`src/rtl/ex_operand_stage_if.sv`:
```
// -----------------------------------------------------------------------------
// ex_operand_stage_if
//
// Purpose:
//   Decode-to-execute bundle for the RV32I pipeline. Carries the decoded
//   instruction fields from the ID stage into the ID/EX register and returns
//   the load-use stall request back to fetch/decode.
//
// Parameters:
//   DATA_WIDTH - datapath width (default 32)
//   ADDR_WIDTH - register index width (default 5)
//
// Signals:
//   id_valid                 decode slot holds a real instruction
//   id_rs1_data/id_rs2_data  register-file read data
//   id_imm                   sign-extended immediate
//   id_pc                    instruction address
//   id_rs1/id_rs2/id_rd      register indices
//   id_alu_ctrl              ALU op code
//   id_op1_sel               0 = rs1, 1 = pc
//   id_op2_sel               0 = rs2, 1 = imm
//   id_reg_write/id_mem_read/id_mem_write  control bits
//   stall                    hold PC and IF/ID this cycle
//
// Modports:
//   master - decode stage (drives id_*, receives stall)
//   slave  - operand stage (receives id_*, drives stall)
// -----------------------------------------------------------------------------
interface ex_operand_stage_if #(
    parameter int DATA_WIDTH = 32,
    parameter int ADDR_WIDTH = 5
);
    logic                  id_valid;
    logic [DATA_WIDTH-1:0] id_rs1_data;
    logic [DATA_WIDTH-1:0] id_rs2_data;
    logic [DATA_WIDTH-1:0] id_imm;
    logic [DATA_WIDTH-1:0] id_pc;
    logic [ADDR_WIDTH-1:0] id_rs1;
    logic [ADDR_WIDTH-1:0] id_rs2;
    logic [ADDR_WIDTH-1:0] id_rd;
    logic [2:0]            id_alu_ctrl;
    logic                  id_op1_sel;
    logic                  id_op2_sel;
    logic                  id_reg_write;
    logic                  id_mem_read;
    logic                  id_mem_write;
    logic                  stall;

    modport master (
        output id_valid, id_rs1_data, id_rs2_data, id_imm, id_pc,
               id_rs1, id_rs2, id_rd, id_alu_ctrl, id_op1_sel, id_op2_sel,
               id_reg_write, id_mem_read, id_mem_write,
        input  stall
    );

    modport slave (
        input  id_valid, id_rs1_data, id_rs2_data, id_imm, id_pc,
               id_rs1, id_rs2, id_rd, id_alu_ctrl, id_op1_sel, id_op2_sel,
               id_reg_write, id_mem_read, id_mem_write,
        output stall
    );
endinterface

```
`src/rtl/ex_operand_stage.sv`:
```
// -----------------------------------------------------------------------------
// ex_operand_stage
//
// Purpose:
//   ID/EX pipeline register and ALU operand-select stage of the 5-stage RV32I
//   pipeline. Captures the decoded instruction each cycle, forwards EX/MEM and
//   MEM/WB results onto the ALU operands, detects data hazards that require a
//   stall, and turns stall/branch-flush cycles into bubbles.
//
// Configuration macro:
//   EX_FWD_EN - defined: EX/MEM and MEM/WB forwarding muxes are present and
//               only load-use hazards stall.
//               undefined (default): no forwarding; any read-after-write
//               against the EX or EX/MEM destination stalls instead.
//
// Ports:
//   clk, rst        clock, asynchronous active-high reset
//   id_bus          decode bundle (slave side), includes the stall output
//   flush           branch taken in EX; kill the decode instruction
//   exm_rd/exm_reg_write/exm_result   EX/MEM destination and result
//   wb_rd/wb_reg_write/wb_result      MEM/WB destination and writeback value
//   ALUop1, ALUop2  ALU operands (combinational from registered fields)
//   ALUctrl         registered ALU op
//   ex_store_data   forwarded rs2 for stores
//   ex_rd           registered destination
//   ex_valid, ex_reg_write, ex_mem_read, ex_mem_write  registered control
// -----------------------------------------------------------------------------
module ex_operand_stage #(
    parameter int DATA_WIDTH = 32,
    parameter int ADDR_WIDTH = 5
) (
    input  logic                  clk,
    input  logic                  rst,
    ex_operand_stage_if.slave     id_bus,
    input  logic                  flush,
    input  logic [ADDR_WIDTH-1:0] exm_rd,
    input  logic                  exm_reg_write,
    input  logic [DATA_WIDTH-1:0] exm_result,
    input  logic [ADDR_WIDTH-1:0] wb_rd,
    input  logic                  wb_reg_write,
    input  logic [DATA_WIDTH-1:0] wb_result,
    output logic [DATA_WIDTH-1:0] ALUop1,
    output logic [DATA_WIDTH-1:0] ALUop2,
    output logic [2:0]            ALUctrl,
    output logic [DATA_WIDTH-1:0] ex_store_data,
    output logic [ADDR_WIDTH-1:0] ex_rd,
    output logic                  ex_valid,
    output logic                  ex_reg_write,
    output logic                  ex_mem_read,
    output logic                  ex_mem_write
);

    // Registered datapath fields
    logic [DATA_WIDTH-1:0] rs1_data_q;
    logic [DATA_WIDTH-1:0] rs2_data_q;
    logic [DATA_WIDTH-1:0] imm_q;
    logic [DATA_WIDTH-1:0] pc_q;
    logic                  op1_sel_q;
    logic                  op2_sel_q;

    // Forwarded source operands
    logic [DATA_WIDTH-1:0] rs1_fwd;
    logic [DATA_WIDTH-1:0] rs2_fwd;

    // Hazard detection
    logic use_rs2;
    logic load_use;
    logic hazard;
    logic stall_int;
    logic bubble;

    // A destination matches a source only if it is a real register (x0 is
    // hard-wired zero and never produces a dependency).
    function automatic logic reg_match(
        input logic [ADDR_WIDTH-1:0] dst,
        input logic [ADDR_WIDTH-1:0] src
    );
        return (dst != '0) && (dst == src);
    endfunction

    // rs2 is only a true dependency when the ALU consumes it or a store
    // needs it as write data; immediate-form ALU ops ignore it.
    assign use_rs2 = !id_bus.id_op2_sel || id_bus.id_mem_write;

    // A load in EX cannot forward in time: its data only exists after MEM.
    assign load_use = ex_valid && ex_mem_read &&
                      (reg_match(ex_rd, id_bus.id_rs1) ||
                       (use_rs2 && reg_match(ex_rd, id_bus.id_rs2)));

`ifdef EX_FWD_EN
    assign hazard = id_bus.id_valid && load_use;
`else
    logic raw_ex;
    logic raw_exm;

    // Without forwarding, any producer still in EX or EX/MEM must retire to
    // the register file before the consumer may read it.
    assign raw_ex  = ex_valid && ex_reg_write &&
                     (reg_match(ex_rd, id_bus.id_rs1) ||
                      (use_rs2 && reg_match(ex_rd, id_bus.id_rs2)));

    assign raw_exm = exm_reg_write &&
                     (reg_match(exm_rd, id_bus.id_rs1) ||
                      (use_rs2 && reg_match(exm_rd, id_bus.id_rs2)));

    assign hazard = id_bus.id_valid && (load_use || raw_ex || raw_exm);
`endif

    // Flush wins over stall: the decode instruction is being killed anyway,
    // so there is nothing to hold.
    assign stall_int    = hazard && !flush;
    assign bubble       = flush || stall_int;
    assign id_bus.stall = stall_int && !rst;

    // ID/EX register. Control bits are zeroed for bubbles and for empty
    // decode slots; datapath fields load unconditionally since a bubble
    // never uses them.
`ifdef EX_FWD_EN
    logic [ADDR_WIDTH-1:0] rs1_q;
    logic [ADDR_WIDTH-1:0] rs2_q;

    always_ff @(posedge clk or posedge rst) begin
        if (rst) begin
            rs1_q <= '0;
            rs2_q <= '0;
        end else begin
            rs1_q <= id_bus.id_rs1;
            rs2_q <= id_bus.id_rs2;
        end
    end
`endif

    always_ff @(posedge clk or posedge rst) begin
        if (rst) begin
            ex_valid     <= 1'b0;
            ex_reg_write <= 1'b0;
            ex_mem_read  <= 1'b0;
            ex_mem_write <= 1'b0;
            ALUctrl      <= '0;
            ex_rd        <= '0;
            rs1_data_q   <= '0;
            rs2_data_q   <= '0;
            imm_q        <= '0;
            pc_q         <= '0;
            op1_sel_q    <= 1'b0;
            op2_sel_q    <= 1'b0;
        end else begin
            ex_valid     <= id_bus.id_valid && !bubble;
            ex_reg_write <= id_bus.id_valid && !bubble && id_bus.id_reg_write;
            ex_mem_read  <= id_bus.id_valid && !bubble && id_bus.id_mem_read;
            ex_mem_write <= id_bus.id_valid && !bubble && id_bus.id_mem_write;
            ALUctrl      <= id_bus.id_alu_ctrl;
            ex_rd        <= id_bus.id_rd;
            rs1_data_q   <= id_bus.id_rs1_data;
            rs2_data_q   <= id_bus.id_rs2_data;
            imm_q        <= id_bus.id_imm;
            pc_q         <= id_bus.id_pc;
            op1_sel_q    <= id_bus.id_op1_sel;
            op2_sel_q    <= id_bus.id_op2_sel;
        end
    end

`ifdef EX_FWD_EN
    // The younger producer (EX/MEM) holds the newer value, so it takes
    // priority over MEM/WB. Older results are already in the register file
    // because it writes before it reads.
    always_comb begin
        rs1_fwd = rs1_data_q;
        if (exm_reg_write && reg_match(exm_rd, rs1_q)) begin
            rs1_fwd = exm_result;
        end else if (wb_reg_write && reg_match(wb_rd, rs1_q)) begin
            rs1_fwd = wb_result;
        end
    end

    always_comb begin
        rs2_fwd = rs2_data_q;
        if (exm_reg_write && reg_match(exm_rd, rs2_q)) begin
            rs2_fwd = exm_result;
        end else if (wb_reg_write && reg_match(wb_rd, rs2_q)) begin
            rs2_fwd = wb_result;
        end
    end
`else
    logic unused_fwd_inputs;

    // Result buses feed only the forwarding muxes, which this build omits.
    assign unused_fwd_inputs = ^{exm_result, wb_rd, wb_reg_write, wb_result};

    assign rs1_fwd = rs1_data_q;
    assign rs2_fwd = rs2_data_q;
`endif

    assign ALUop1        = op1_sel_q ? pc_q  : rs1_fwd;
    assign ALUop2        = op2_sel_q ? imm_q : rs2_fwd;
    assign ex_store_data = rs2_fwd;

endmodule

```
`src/flat_wrapper.sv`:
```
// flat-port wrapper written by rule: the top's interface ports become plain ports
module ex_operand_stage_flat 
#(
    parameter int DATA_WIDTH = 32,
    parameter int ADDR_WIDTH = 5
)
  (clk, rst, flush, exm_rd, exm_reg_write, exm_result, wb_rd, wb_reg_write, wb_result, ALUop1, ALUop2, ALUctrl, ex_store_data, ex_rd, ex_valid, ex_reg_write, ex_mem_read, ex_mem_write, id_bus_id_valid, id_bus_id_rs1_data, id_bus_id_rs2_data, id_bus_id_imm, id_bus_id_pc, id_bus_id_rs1, id_bus_id_rs2, id_bus_id_rd, id_bus_id_alu_ctrl, id_bus_id_op1_sel, id_bus_id_op2_sel, id_bus_id_reg_write, id_bus_id_mem_read, id_bus_id_mem_write, id_bus_stall);
  ex_operand_stage_if #(.DATA_WIDTH(DATA_WIDTH), .ADDR_WIDTH(ADDR_WIDTH)) id_bus_i ();
  input  logic clk;
  input  logic rst;
  input  logic flush;
  input  logic [ADDR_WIDTH-1:0] exm_rd;
  input  logic exm_reg_write;
  input  logic [DATA_WIDTH-1:0] exm_result;
  input  logic [ADDR_WIDTH-1:0] wb_rd;
  input  logic wb_reg_write;
  input  logic [DATA_WIDTH-1:0] wb_result;
  output logic [DATA_WIDTH-1:0] ALUop1;
  output logic [DATA_WIDTH-1:0] ALUop2;
  output logic [2:0] ALUctrl;
  output logic [DATA_WIDTH-1:0] ex_store_data;
  output logic [ADDR_WIDTH-1:0] ex_rd;
  output logic ex_valid;
  output logic ex_reg_write;
  output logic ex_mem_read;
  output logic ex_mem_write;
  input wire logic [$bits(id_bus_i.id_valid)-1:0] id_bus_id_valid;
  input wire logic [$bits(id_bus_i.id_rs1_data)-1:0] id_bus_id_rs1_data;
  input wire logic [$bits(id_bus_i.id_rs2_data)-1:0] id_bus_id_rs2_data;
  input wire logic [$bits(id_bus_i.id_imm)-1:0] id_bus_id_imm;
  input wire logic [$bits(id_bus_i.id_pc)-1:0] id_bus_id_pc;
  input wire logic [$bits(id_bus_i.id_rs1)-1:0] id_bus_id_rs1;
  input wire logic [$bits(id_bus_i.id_rs2)-1:0] id_bus_id_rs2;
  input wire logic [$bits(id_bus_i.id_rd)-1:0] id_bus_id_rd;
  input wire logic [$bits(id_bus_i.id_alu_ctrl)-1:0] id_bus_id_alu_ctrl;
  input wire logic [$bits(id_bus_i.id_op1_sel)-1:0] id_bus_id_op1_sel;
  input wire logic [$bits(id_bus_i.id_op2_sel)-1:0] id_bus_id_op2_sel;
  input wire logic [$bits(id_bus_i.id_reg_write)-1:0] id_bus_id_reg_write;
  input wire logic [$bits(id_bus_i.id_mem_read)-1:0] id_bus_id_mem_read;
  input wire logic [$bits(id_bus_i.id_mem_write)-1:0] id_bus_id_mem_write;
  output wire logic [$bits(id_bus_i.stall)-1:0] id_bus_stall;
  assign id_bus_i.id_valid = id_bus_id_valid;
  assign id_bus_i.id_rs1_data = id_bus_id_rs1_data;
  assign id_bus_i.id_rs2_data = id_bus_id_rs2_data;
  assign id_bus_i.id_imm = id_bus_id_imm;
  assign id_bus_i.id_pc = id_bus_id_pc;
  assign id_bus_i.id_rs1 = id_bus_id_rs1;
  assign id_bus_i.id_rs2 = id_bus_id_rs2;
  assign id_bus_i.id_rd = id_bus_id_rd;
  assign id_bus_i.id_alu_ctrl = id_bus_id_alu_ctrl;
  assign id_bus_i.id_op1_sel = id_bus_id_op1_sel;
  assign id_bus_i.id_op2_sel = id_bus_id_op2_sel;
  assign id_bus_i.id_reg_write = id_bus_id_reg_write;
  assign id_bus_i.id_mem_read = id_bus_id_mem_read;
  assign id_bus_i.id_mem_write = id_bus_id_mem_write;
  assign id_bus_stall = id_bus_i.stall;
  ex_operand_stage #(.DATA_WIDTH(DATA_WIDTH), .ADDR_WIDTH(ADDR_WIDTH)) u_core (.clk(clk), .rst(rst), .id_bus(id_bus_i), .flush(flush), .exm_rd(exm_rd), .exm_reg_write(exm_reg_write), .exm_result(exm_result), .wb_rd(wb_rd), .wb_reg_write(wb_reg_write), .wb_result(wb_result), .ALUop1(ALUop1), .ALUop2(ALUop2), .ALUctrl(ALUctrl), .ex_store_data(ex_store_data), .ex_rd(ex_rd), .ex_valid(ex_valid), .ex_reg_write(ex_reg_write), .ex_mem_read(ex_mem_read), .ex_mem_write(ex_mem_write));
endmodule
```
`config.mk`:
```
export PLATFORM = sky130hd
export DESIGN_NAME = ex_operand_stage_flat
export DESIGN_NICKNAME = d
export VERILOG_FILES = /design/src/rtl/ex_operand_stage_if.sv /design/src/rtl/ex_operand_stage.sv /design/src/flat_wrapper.sv
export SDC_FILE = /design/constraint.sdc
export NUM_CORES = 1
export LEC_CHECK = 0
export CORE_AREA = 2 2 133 135
export DETAILED_ROUTE_END_ITERATION = 7
export DIE_AREA = 0 0 135 137
export PLACE_DENSITY_LB_ADDON = 0.12
export SYNTH_ARGS = -nofsm -noshare
export SYNTH_HDL_FRONTEND = slang
export SYNTH_SLANG_ARGS = --single-unit
```
`constraint.sdc`:
```
create_clock -name clk -period 13.3 [get_ports clk]
set_clock_uncertainty 0.05 [all_clocks]
set_input_delay 2.66 -clock clk [delete_from_list [all_inputs] [get_ports clk]]
set_output_delay 2.66 -clock clk [all_outputs]
set_load 0.02 [all_outputs]
```
### Word-level counts from Yosys, hierarchy flattened

Cells that the tools add are included.

| word-level totals | value |
|---|---|
| bits in registers | 142 |
| input port bits | 231 |
| output and inout bits | 109 |
| logic and storage cells | 48 |

| operators by class | value |
|---|---|
| equal/unequal tests | 4 |
| muxes and demuxes | 2 |
| reduce and logical (&&, ||, !) cells | 30 |

Operators with widths:

| kind | count |
|---|---|
| two-way mux 32 bit | 2 |
| equality test 5 bit | 4 |
| logical AND 1 bit | 18 |
| nonzero test 5 bit | 2 |
| logical OR 1 bit | 6 |
| logical NOT 1 bit | 4 |

### Logic depth before layout (Yosys ltp)

| depth | value |
|---|---|
| word-level depth | 13 |
| mapped depth | 5 |
| gate-level depth less buffers | 5 |

### Worst setup path after synthesis

Ideal clock, no wire load.

| path | value |
|---|---|
| kind | input -> output |
| from | input port id_bus_id_rs2[4] |
| to | output port id_bus_stall |
| arrival time | 3.942 ns |
| data required time | 10.590 ns |
| path slack | 6.648 ns |
| cell stages on the path | 5 |
| buffers on the path | 0 |
| cell sequence | xor2_1 -> nor4_1 -> a32oi_1 -> o22a_2 -> nor3b_1 |

| on the way | value |
|---|---|
| word-level cells in the longest chain between the ends | 10 |
| elaborated cells on any way between the ends | 16 |
| classes of those cells | eq/ne: 2; reduce/logical: 14 |

Ends and longest elaborated chain:

| what | RTL line | source |
|---|---|---|
| start: declaration | flat_wrapper.sv:33 | `input wire logic [$bits(id_bus_i.id_rs2)-1:0] id_bus_id_rs2;` |
| equality test 5 bit | ex_operand_stage.sv:78 | `return (dst != '0) && (dst == src);` |
| logical AND 1 bit | ex_operand_stage.sv:78 |  |
| logical AND 1 bit | ex_operand_stage.sv:88, ex_operand_stage.sv:100 |  |
| logical OR 1 bit | ex_operand_stage.sv:87, ex_operand_stage.sv:99 |  |
| logical AND 1 bit (on tied branches) | ex_operand_stage.sv:86, ex_operand_stage.sv:98 |  |
| logical OR 1 bit | ex_operand_stage.sv:106 | `assign hazard = id_bus.id_valid && (load_use \|\| raw_ex \|\| raw_exm);` |
| logical OR 1 bit (*) | ex_operand_stage.sv:106 |  |
| logical AND 1 bit (*) | ex_operand_stage.sv:106 |  |
| logical AND 1 bit (*) | ex_operand_stage.sv:111 | `assign stall_int = hazard && !flush;` |
| logical AND 1 bit (*) | ex_operand_stage.sv:113 | `assign id_bus.stall = stall_int && !rst;` |
| end: declaration | flat_wrapper.sv:41 | `output wire logic [$bits(id_bus_i.stall)-1:0] id_bus_stall;` |

Mark *: on every way between the ends. The rest lies on a longest branch, timed or not.

### Worst setup path after layout

Ends and elaborated chain as after synthesis.

==> Implementation_results.wiki <==
{| class="wikitable"
! Metric !! Value
|-
| First-pass iteration count of the detailed router || 3
|-
| IO Port Bufs || 269
|-
| Start point of the critical path || id_bus_id_rs2[4]
|-
| Die height || 137 um
|-
| Worst hold-check path type || reg2reg
|-
| Logic depth of the worst path, buffers included || 7
|-
| Worst reg2reg endpoint || u_core.ex_valid$_DFF_PP0_
|-
| Clock tree from TritonCTS || built
|-
| Max rail drop VDD || 0.0830 mV
|-
| Yosys Warn Count || 0
|-
| Area of the die || 18,500 um2
|-
| Outcome || finished, final reports clean
|-
| Biggest area contributors in the synthesized netlist || dfrtp_1 (77%), mux2_2 (16%), xor2_1 (3.4%)
|-
| Required time of the critical path || 10.59 ns
|-
| Max_cap viols || 0
|-
| Die boundary width || 135 um
|-
| Hold Worst Slack || 0.741 ns
|-
| Clock slew at the register clock pins of the worst setup and hold paths || 0.06 ns
|-
| Layout Area Growth over Synthesis || 76.5%
|-
| Wire length of the first global-routing pass || 18.9 mm
|-
| Gr busiest metal || met2
|-
| Portion of total power attributed to the clock network || 0.424
|-
| Global-route track usage on met3 || 0.0678
|-
| Crit path top cell by count || clkdlybuf4s50_1
|-
| Number of instances in the synthesized netlist || 255
|-
| Setup-failing EPs final || 0
|-
| Number of distinct standard cells referenced by the synthesized netlist || 20
|-
| Hold path cells || 3
|-
| Pwr per Cell Area || 132 nW/um2
|-
| Static Leakage || 3.37 nW
|-
| Crit path launch type || input pin
|-
| Register-to-register setup slack || 11.66 ns
|-
| Number of global-route vias before repair || 3,460
|-
| Count of endpoints failing hold in the final timing report || 0
|-
| Kind of critical path || in2out
|-
| Number of gates resized after cts || 0
|-
| Unrepaired setup endpoints after global routing || false
|-
| Slew at the pin closest to its max-slew limit || 0.753 ns
|-
| Buffers inserted during post-CTS setup optimization || 0
|-
| Share of the synthesized area in the top cell type || 0.769
|-
| Antenna cell count || 0
|-
| CTS H-tree lvls || 4
|-
| GR Overflow Total || 0
|-
| Final routed wirelength across all metal layers || 12.6 mm
|-
| Largest net degree at the start of global routing || 86
|-
| Root Buffer Master || clkbuf_16
|-
| Iteration-0 DRC Markers || 70
|-
| Placed cell count || 744
|-
| Cell internal pwr || 0.825 mW
|-
| Highest fanout seen on the critical path || 5
|-
| Met2 GRT Util || 0.235
|-
| Clock buffer count from CTS || 17
|-
| Maximum clock insertion buffer count || 2
|-
| Clock Sink Count || 142
|-
| Core ar. || 17,100 um2
|-
| Vias after detailed routing || 3,160
|-
| Type of element capturing the critical path || output pin
|-
| Layout cells sized above 1 || 0.180
|-
| Arrival time of data at the critical path endpoint || 4.84 ns
|-
| Delay of the slowest cell on the worst path || 0.63 ns
|-
| Comb pwr share || 0.148
|-
| Max-slew violations || 0
|-
| Part of the total power dissipated in sequential elements || 0.427
|-
| Count of buffering cells on the critical path with inverters included || 2
|-
| Final antenna-violating net count || 0
|-
| Cell Chain, Critical Path || clkdlybuf4s50_1 > xor2_1 > nor4_1 > a32oi_1 > o22a_2 > nor3b_1 > clkdlybuf4s50_1
|-
| Switch share || 0.236
|-
| Capture point of the worst path || id_bus_stall
|-
| Critical register-to-register path startpoint || u_core.ex_rd[2]$_DFF_PP0_
|-
| # rows || 48
|-
| Final period util || 0.567
|-
| Number of nets in the layout || 769
|-
| Global-route usage over all layers || 0.138
|-
| Register area share after synthesis || 0.769
|-
| Mapped Avg Cell Area || 18.1 um2
|-
| Number of storage elements in the synthesis netlist || 142
|-
| Routed via count divided by cell count || 4.08
|-
| Count of cells along the worst register-to-register path || 5
|-
| Net count after synthesis || 486
|-
| Final weighted congestion of routability-driven global placement || 0.723
|-
| Minimum clock period || 7.55 ns
|-
| Highest attainable clock frequency || 133 MHz
|-
| Worst slew margin relative to its limit || 0.498
|-
| Starting density of the core || 0.271
|-
| Top Ports || 340
|-
| DRC Markers || 0
|-
| Number of standard cells in the final layout excluding fillers || 775
|-
| Cell family contributing the most delay on the critical path || buffers and inverters
|-
| Hold-fix buffer count after cts || 0
|-
| Number of inserted filler cells in the final layout || 1,514
|-
| Area leader, netlist || dfrtp_1
|-
| Sw power || 0.255 mW
|-
| Sum of net half-perimeters after detailed placement || 9.20 mm
|-
| Initial antenna violation count || 0
|-
| Total negative slack || 0 ns
|-
| Met1 Use GR || 0.150
|-
| Clock latency of the later-clocked register in the worst-skew pair || 0.41 ns
|-
| Average wire per standard cell || 16.3 um
|-
| Critical path's slowest cell || clkdlybuf4s50_1
|-
| Mapped cell area || 4620 um2
|}
## cell families (layout without fill, tap and decap cells)
kind of cell | after synthesis | after routing | synth area share
buffers and inverters | 9 | 304 | 0.00893
AND/OR/NAND/NOR | 15 | 15 | 0.0198
flip-flops | 142 | 142 | 0.769
multiplexers | 64 | 64 | 0.156
AO/OA/AOI/OAI | 5 | 5 | 0.00893
XOR/XNOR | 20 | 20 | 0.0379
## final cells by class
cell class | instances | area, um2 | share of cell area
Sequential cell | 142 | 3550 | 0.436
Clock buffer | 19 | 433 | 0.0531
Inverter | 1 | 8.76 | 0.00107
Clock inverter | 12 | 138 | 0.0169
Multi-Input combinational cell | 104 | 1030 | 0.126
Timing Repair Buffer | 272 | 2720 | 0.333
Tap cell | 225 | 282 | 0.0345
## power by group through the flow
| stage | combinational [mW] | sequential [mW] | clock, mW |
|---|---|---|---|
| after floorplan | 0.0538 | 0.476 | 0 |
| after detailed placement | 0.162 | 0.470 | 0 |
| after global routing | 0.170 | 0.464 | 0.498 |
| final | 0.160 | 0.462 | 0.458 |
| after CTS | 0.163 | 0.462 | 0.476 |
| after global placement | 0.161 | 0.468 | 0 |
## worst register-to-register path, stage by stage (launching register included)
cell,delay (ns)
dfrtp_1,0.43
xor2_1,0.18
nor4_1,0.29
a32oi_1,0.15
o22a_2,0.25
and2_2,0.17
## synthesized netlist by cell type
library cell and count:
xor2_1 18, buf_2 6, o21ai_0 1, dfrtp_1 142, xnor2_1 2, nor2_1 2
inv_1 1, a32oi_1 2, or4_1 2, mux2_2 64, nor4_1 2, and2_2 1
nand2b_1 1, o22a_2 1, and3_1 3, o221ai_1 1, nor2b_1 1, nor3_1 2
nor3b_1 1, clkbuf_1 2
## stage by stage
stage          worst slack (ns)  area, um2  utilization  total power, mW
2_1_floorplan              6.65       4620            -            0.530
3_3_place_gp               5.73       7590        0.445            0.630
3_5_place_dp               5.76       7590        0.445            0.632
4_1_cts                    5.73       8160        0.478             1.10
5_1_grt                    5.58       8160        0.478             1.13
6_report                   5.75       8160        0.478             1.08
## registers in the layout (all words and copies together), names as in the netlist
register              flops
u_core.ex_mem_read        1
u_core.pc_q              32
u_core.ALUctrl            3
u_core.op2_sel_q          1
u_core.op1_sel_q          1
u_core.ex_store_data     32
u_core.ex_mem_write       1
u_core.imm_q             32
u_core.rs1_data_q        32
u_core.ex_valid           1
u_core.ex_rd              5
u_core.ex_reg_write       1
## layout by cell type (no fill, tap or decap), types with 2 or more instances in the layout
cell	n
clkdlybuf4s50_1	269
buf_4	3
a32oi_1	2
mux2_2	64
nor4_1	2
nor3_1	2
xnor2_1	2
and3_1	3
dfrtp_1	142
nor2_1	2
inv_6	4
bufinv_16	2
clkinv_2	2
xor2_1	18
clkinv_4	3
or4_1	2
clkinvlp_4	2
clkbuf_16	17
clkbuf_1	2
## worst min path at each step
stage          slack (ns)                      start                   endpoint
3_5_place_dp         0.74  u_core.ex_valid$_DFF_PP0_  u_core.ex_valid$_DFF_PP0_
5_1_grt              0.78  u_core.ex_valid$_DFF_PP0_  u_core.ex_valid$_DFF_PP0_
3_3_place_gp         0.73  u_core.ex_valid$_DFF_PP0_  u_core.ex_valid$_DFF_PP0_
4_1_cts              0.75  u_core.ex_valid$_DFF_PP0_  u_core.ex_valid$_DFF_PP0_
2_1_floorplan        0.78  u_core.ex_valid$_DFF_PP0_  u_core.ex_valid$_DFF_PP0_
6_report             0.74  u_core.ex_valid$_DFF_PP0_  u_core.ex_valid$_DFF_PP0_
## per-layer routing
| metal | up-vias | share of wire |
|---|---|---|
| met1 | 1548 | 0.38 |
| met4 | 0 | 0.012 |
| met3 | 10 | 0.11 |
| met2 | 168 | 0.50 |
| li1 | 1434 | - |
| met5 | - | 0 |
(Power assumes the default switching activity.)
==> RTL change: new RTL, same settings <==
The option `EX_FWD_EN` is turned on by a define.
--- a/src/rtl/ex_operand_stage.sv
+++ b/src/rtl/ex_operand_stage.sv
@@ -25,6 +25,8 @@
 //   ex_rd           registered destination
 //   ex_valid, ex_reg_write, ex_mem_read, ex_mem_write  registered control
 // -----------------------------------------------------------------------------
+`define EX_FWD_EN
+
 module ex_operand_stage #(
     parameter int DATA_WIDTH = 32,
     parameter int ADDR_WIDTH = 5
Check against the original RTL: not equivalent (Yosys sat finds a counterexample within 4 cycles, from zero or initial values and one cycle with rst high).
==> RTL change against the original RTL <==
- sequential share of layout area fell by 8.9 points
- area after synthesis rose by 49%
- setup slack lost 1.5 ns
- power is 15% higher
- non-clock buffer count is 73 higher
- cell area increased by 35%
- highest routed layer is now met5
- sequential power increased by 8.2%
- synthesized cell count increased by 140%
- wire length grew 91%
- critical path type unchanged
- sequential cell count increased by 10
- clock power up 8.5%
==> RTL change: results <==
set metrics [dict create \
    clock_cell_area_share 0.0554 \
    fill_cells 1347 \
    cp.arrival_ns 6.33 \
    syn_area_um2 6880 \
    grt_max_degree 97 \
    seq_area_frac_synth 0.553 \
    netSwitchingPower_uw 322 \
    synth-xor-area-share 0.0382 \
    clock-sinks 152 \
    pre_cts_ws_ns 4.28 \
    grt_pass1_wl_mm 35.7 \
    num-nets-final 1164 \
    clkLatencyLatePin_ns 0.43 \
    drt-pass1-iter-count 4 \
    antenna_found_initial 1 \
    clk_pin_slew_ns 0.06 \
    synthAdderAreaFrac 0 \
    run_status "finished, final reports clean" \
    final.clkbuf_count 20 \
    synthTopCellsByArea "dfrtp_1 55%, a221oi_2 6.5%, mux2i_1 4.7%, a221oi_1 4.3%, nor2_1 3.7%" \
    crit_fanout 32 \
    dpl.hpwl_mm 17.6 \
    peakVddDrop_mv 0.0951 \
    ys_types 33 \
    wirelength_mm 24.1 \
    multiInputGateArea_um2 2710 \
    post_synth_most_frequent_cells "152 x dfrtp_1, 67 x nor2_1, 38 x nor3_1, 35 x nand2_1" \
    via_count 6159 \
    grt_pass1_vias 6459 \
    num_antenna_cells 1 \
    area_growth_pct 59.5 \
    port-buffer-count 339 \
    cts_setup_buffers 0 \
    fin_cells 1172 \
    grtUsageTotal 0.261 \
    place_congestion 0.841 \
    synth_fp_nets 850 \
    placed_cells 1139 \
    crit_family "buffers and inverters" \
    synth-compound-area-share 0.174 \
    synth_mux_area_frac 0.0466 \
    critPathSlowestCell "nor3_2" \
    ctsRootBufferMaster "clkbuf_16" \
    dpl_cell_area_um2 10400 \
    synthArstFlopShare 1.00 \
    layout-drive-gt1-share 0.0825 \
    inverters 34 \
    drtIter0Drc 336 \
    buffers_excl_clock 345 \
    avgSynthCellArea_um2 11.1 \
    bufAreaShareNonClock 0.313 \
    maxSlewHeadroom 0.263 \
    seq_share 0.347 \
    p_leak_uw 0.00478 \
    multi_input_cells 383 \
]
## RTL change: changes by cell type after synthesis, sizes merged, moves of 10 or more
cell	change
a21oi	+34
a221oi	+64
buf	+15
nand2	+35
inv	+33
xnor2	+17
nor3	+36
dfrtp	+10
o31ai	+32
mux2	-64
and3	+29
clkbuf	+27
mux2i	+32
nor2	+65
## RTL change: power by group through the flow
stage          clock [uW]  sequential (uW)  combinational (uW)
2_1_floorplan           0              503                 105
3_3_place_gp            0              507                 246
3_5_place_dp            0              508                 248
4_1_cts               507              499                 250
5_1_grt               527              501                 264
6_report              497              500                 248
## RTL change: worst paths after layout
kind | slack [ns] | start | cells past startpoint | end
max reg2reg | 11.93 | u_core.ex_rd[0] | 5 | u_core.ex_reg_write
min reg2reg | 0.69 | u_core.ex_valid | 3 | u_core.ex_valid
max in group asynchronous | 8.98 | rst | 3 | u_core.op2_sel_q
min in group asynchronous | 2.70 | rst | 2 | u_core.ex_rd[4]
min | 0.69 | u_core.ex_valid | 3 | u_core.ex_valid
max | 4.26 | wb_rd[0] | 8 | ALUop1[3]
## RTL change: worst min-delay path: stages, from the launching register on
cell and delay (ns):
dfrtp_1 0.35, nand3_1 0.08, a21oi_1 0.16, a21oi_1 0.11
## RTL change: logic make-up (layout without fill, tap and decap cells)
logic type / count (synthesis) / count (layout)
DFF: 152 / 152
xor gates and xnor gates: 30 / 30
AOI/OAI and AO/OA: 135 / 135
muxes: 32 / 32
and+or+nand+nor: 186 / 186
other: 0 / 1
buffers and inverters: 84 / 411
## RTL change: per-layer routing
layer	GRT usage	wire [um]
met1	0.289	8870
met4	0.109	766
met3	0.0915	2170
met2	0.456	12300
met5	0	13
